### src/rtl/gpr_wb_arbiter.sv
// Round-robin arbiter sharing the general_reg write port between ALU and LSU writeback,
// with a pending-write scoreboard for RAW hazard detection at issue.
module gpr_wb_arbiter #(
    parameter int unsigned XLEN    = 32,
    parameter bit          RR_INIT = 1'b0
) (
    input  logic            clk,
    input  logic            rst,
    input  logic            i_hold,
    input  logic            i_alu_valid,
    input  logic [4:0]      i_alu_addr,
    input  logic [XLEN-1:0] i_alu_data,
    output logic            o_alu_ready,
    input  logic            i_lsu_valid,
    input  logic [4:0]      i_lsu_addr,
    input  logic [XLEN-1:0] i_lsu_data,
    output logic            o_lsu_ready,
    input  logic            i_issue_flag,
    input  logic [4:0]      i_issue_addr,
    output logic            o_write_flag,
    output logic [4:0]      o_write_addr,
    output logic [XLEN-1:0] o_write_data,
    output logic [31:0]     o_pending
);

    localparam int unsigned AW   = 5;
    localparam int unsigned NREG = 32;

    logic            r_rr_ptr;
    logic            r_write_flag;
    logic [AW-1:0]   r_write_addr;
    logic [XLEN-1:0] r_write_data;
    logic [NREG-1:0] r_pending;

    logic            w_alu_grant;
    logic            w_lsu_grant;
    logic            w_grant;
    logic            w_conflict;
    logic [AW-1:0]   w_gnt_addr;
    logic [XLEN-1:0] w_gnt_data;
    logic [NREG-1:0] w_pending_nxt;

    // Grant selection: depends only on valids, hold, reset and the round-robin pointer.
    always_comb begin
        w_alu_grant = 1'b0;
        w_lsu_grant = 1'b0;
        if (rst && !i_hold) begin
            if (i_alu_valid && (!i_lsu_valid || !r_rr_ptr)) begin
                w_alu_grant = 1'b1;
            end else if (i_lsu_valid) begin
                w_lsu_grant = 1'b1;
            end
        end
    end

    assign w_grant     = w_alu_grant | w_lsu_grant;
    assign w_conflict  = i_alu_valid & i_lsu_valid;
    assign w_gnt_addr  = w_alu_grant ? i_alu_addr : i_lsu_addr;
    assign w_gnt_data  = w_alu_grant ? i_alu_data : i_lsu_data;
    assign o_alu_ready = w_alu_grant;
    assign o_lsu_ready = w_lsu_grant;

    // Scoreboard: a same-cycle issue to the granted register is younger, so set wins over clear.
    always_comb begin
        w_pending_nxt = r_pending;
        if (w_grant) begin
            w_pending_nxt[w_gnt_addr] = 1'b0;
        end
        if (i_issue_flag && (i_issue_addr != '0)) begin
            w_pending_nxt[i_issue_addr] = 1'b1;
        end
        w_pending_nxt[0] = 1'b0;
    end

    always_ff @(posedge clk or negedge rst) begin
        if (!rst) begin
            r_rr_ptr     <= RR_INIT;
            r_write_flag <= 1'b0;
            r_write_addr <= '0;
            r_write_data <= '0;
            r_pending    <= '0;
        end else begin
            r_write_flag <= w_grant && (w_gnt_addr != '0);
            if (w_grant && (w_gnt_addr != '0)) begin
                r_write_addr <= w_gnt_addr;
                r_write_data <= w_gnt_data;
            end
            // Pointer moves only on contested grants, to the loser.
            if (w_grant && w_conflict) begin
                r_rr_ptr <= w_alu_grant;
            end
            r_pending <= w_pending_nxt;
        end
    end

    assign o_write_flag = r_write_flag;
    assign o_write_addr = r_write_addr;
    assign o_write_data = r_write_data;
    assign o_pending    = r_pending;

endmodule

### config.mk
export PLATFORM = sky130hd
export DESIGN_NAME = gpr_wb_arbiter
export DESIGN_NICKNAME = d
export VERILOG_FILES = /design/src/rtl/gpr_wb_arbiter.sv
export SDC_FILE = /design/constraint.sdc
export NUM_CORES = 1
export LEC_CHECK = 0
export ABC_AREA = 1
export CORE_MARGIN = 5
export CORE_UTILIZATION = 44
export CTS_BUF_LIST = sky130_fd_sc_hd__clkbuf_2
export DETAILED_ROUTE_END_ITERATION = 8
export GPL_TIMING_DRIVEN = 0
export HOLD_SLACK_MARGIN = 0.15
export PLACE_DENSITY_LB_ADDON = 0.05
export SLEW_MARGIN = 20
export SYNTH_ARGS = -nofsm -noshare
export SYNTH_HDL_FRONTEND = slang
export SYNTH_SLANG_ARGS = --single-unit
export TNS_END_PERCENT = 20
### constraint.sdc
create_clock -name clk -period 2.1 [get_ports clk]
set_input_delay 0.42 -clock clk [delete_from_list [all_inputs] [get_ports clk]]
set_output_delay 0.42 -clock clk [all_outputs]
set_load 0.01 [all_outputs]
==> run summary <==
Largest stage delay, worst path - 520 ps
Yosys cell types - 25
DRT iter0 DRCs - 156
Routed vias/inst - 4.74
Final-stage net count - 771
CTS Root Cell - clkbuf_2
Crit path buffers/inverters - 3
Comb pwr share - 36.8%
Pint - 2.54 mW
Overall routing resource usage - 21.5%
Final setup fails - 0
M3 GR Usage - 3.88%
Startpoint type of the worst setup path - input port
DRT Pass-1 Iters - 4
Final Hold Vio Count - 0
H-tree levels - 3
Clock Skew - 11.5 ps
Met1 Usage GRT - 28.4%
Synth-to-Final Area Change - 50.2%
First-pass GRT wire length - 17,400 microns
Fin crit period - 1920 ps
Max-slew violation count - 0
Synthesized area - 3620 sq um
Rel. slew slack - 54.5%
Placed Cells - 779
Die X - 101 microns
Syn_nets - 603
Leak - 2.75 nW
Fill count - 709
Final estimated routing congestion in global placement - 0.890
Routed len/inst - 13.6 microns
Power share of the sequential group - 47.2%
Status - finished clean
Setup_tns - 0 ps
PD cells - 694 nW/um^2
Cells after synthesis - 518
P_sw - 1.22 mW
Initial antenna violation count - 0
Routed Antenna Nets - 0
Fin crit share - 91.7%
Register bit total from synthesis - 70
Starting Density - 44.7%
Fin cells - 796
Die Span Y - 101 microns
CP max stage cell - clkdlybuf4s50_1
Crit end category - output pin
Drt drc - 0
# clock sinks - 70
Vias post-DR - 3,777
Gr ovfl total - 0
Reg clk slew, reported paths - 180 ps
R2r startpoint - r_rr_ptr$_DFFE_PN0P_
Dpl hpwl - 8330 microns
# rows - 33
Fin util - 67.1%
HP Class - input port to flop
PortBufs - 155
Hold Slack - 397 ps
CTS tree - done
Fmax achieved - 0.520 GHz
Most used routing layer in global routing - met2
Sw frac - 32.5%
Synth Warn # - 0
Die area - 10,100 sq um
Largest net degree at the start of global routing - 46
Top Family by Delay on Critical Path - buffers and inverters
Syn avg cell area - 6.98 sq um
RSZ-0062 raised after global routing - no
CP max FO - 5
Post-CTS Setup Bufs - 0
Crit-path cells - clkdlybuf4s50_1, nand2_2, nand2_4, inv_1, nor3_1, clkbuf_2
Layout cells sized above 1 - 6.66%
CTS Buf Count - 9
Worst-Skew Late Latency - 460 ps
Worst setup path start - i_lsu_valid
Crit path kind - input port to output pin
CTS Buffer Depth - 2
Routed WL - 10,900 microns
WP data required - 1680 ps
Vias in the first global route - 3,667
Worst vdd ir - 0.413 mV
Top Ports - 157
Crit path DAT - 1500 ps
Total core area - 8090 sq um
Diode count - 0
Met2 Use GR - 36.1%
Register area share after synthesis - 48.4%
Worst slew pin tran - 677 ps
Max-cap violations - 0
Clock power frac - 16.0%
HP Start - rst
final timing paths:
kind | endpoint | slack, ps | depth (start not counted)
max in group asynchronous | o_write_data[31]$_DFFE_PN0P_ | 1230 | 3
hold / removal | r_rr_ptr$_DFFE_PN0P_ | 400 | 5
hold reg to reg | o_write_data[20]$_DFFE_PN0P_ | 490 | 2
setup / recovery | o_lsu_ready | 180 | 6
min in group asynchronous | o_pending[12]$_DFF_PN0_ | 630 | 3
setup reg to reg | o_write_data[23]$_DFFE_PN0P_ | 220 | 12
metrics by stage:
step	cell area [sq um]	worst slack, ps	power (mW)
after floorplan	3620	483	2.30
after global placement	5300	-3320	3.17
after detailed placement	5330	-618	3.20
after CTS	5430	5.90	3.80
after global routing	5430	26.7	4.02
final	5430	175	3.77
cells by family (layout without fill, tap and decap cells):
logic type      after synthesis  after routing  synth area share (%)
other cells                   1              1                 0.104
compound gates                7              7                  1.38
buf+inv                      48            221                  6.50
simple gates                392            392                  43.6
flops                        70             70                  48.4
what timing repair did:
item,4_1_cts,5_1_grt
gates resized for setup,3,6
cloned,0,0
setup endpoints to repair,2,9
hold buffers,2,0
pin swaps,0,0
endpoints found under the hold margin,25,0
state kept, by name, indices dropped and copies added, names as in the netlist:
name          cells
o_write_data     32
o_pending        31
r_rr_ptr          1
o_write_flag      1
o_write_addr      5
layout by cell type (no fill, tap or decap), types with 4 or more instances in the layout:
cell             Yosys  layout
nand2_1            320     320
clkdlybuf4s50_1      0     152
dfrtp_1             70      70
nand3_1             36      36
inv_1               26      26
nor2_1              14      13
clkbuf_2             0      12
nor3_1               8       8
nand2_2              6       6
buf_6                6       5
clkbuf_1             6       5
nor2_2               3       4
metal layers:
| metal | routed length, microns | up-vias |
|---|---|---|
| met5 | 0 | - |
| met4 | 180 | 0 |
| met3 | 565 | 14 |
| met2 | 5310 | 111 |
| met1 | 4790 | 1740 |
| li1 | - | 1912 |
layout make-up:
class | count | area [sq um] | area share (%)
flip-flops and latches | 70 | 1750 | 32.3
multi-input cells | 400 | 1630 | 30.1
repair buffers | 158 | 1600 | 29.4
plain buffers | 18 | 131 | 2.42
well taps | 105 | 131 | 2.42
inverters | 29 | 109 | 2.00
clock buffers | 10 | 50.0 | 0.921
clock inverters | 6 | 28.8 | 0.530
synth_stat cells, drive strengths merged:
cell	number	area share (%)
nand2	327	35
dfrtp	70	48
nand3	36	5.0
inv	29	3.0
nor2	19	2.6
buf	13	2.9
nor3	8	1.1
clkbuf	6	0.62
o21ai	3	0.52
o21bai	3	0.73
a21oi	1	0.14
conb	1	0.10
nand4	1	0.17
nor4	1	0.17
worst min-delay path: stages:
cell	delay [ps]
buf_4	130
inv_1	50
nor2_1	60
nand3_1	80
o21ai_0	90
power groups by stage:
| stage | Sequential (mW) | Combinational [mW] | Clock, mW |
|---|---|---|---|
| 3_3_place_gp | 1.80 | 1.37 | 0 |
| 4_1_cts | 1.78 | 1.41 | 0.621 |
| 2_1_floorplan | 1.93 | 0.375 | 0 |
| 5_1_grt | 1.82 | 1.52 | 0.688 |
| 3_5_place_dp | 1.80 | 1.39 | 0 |
| 6_report | 1.78 | 1.39 | 0.603 |
Power figures use the tool's default switching activity.
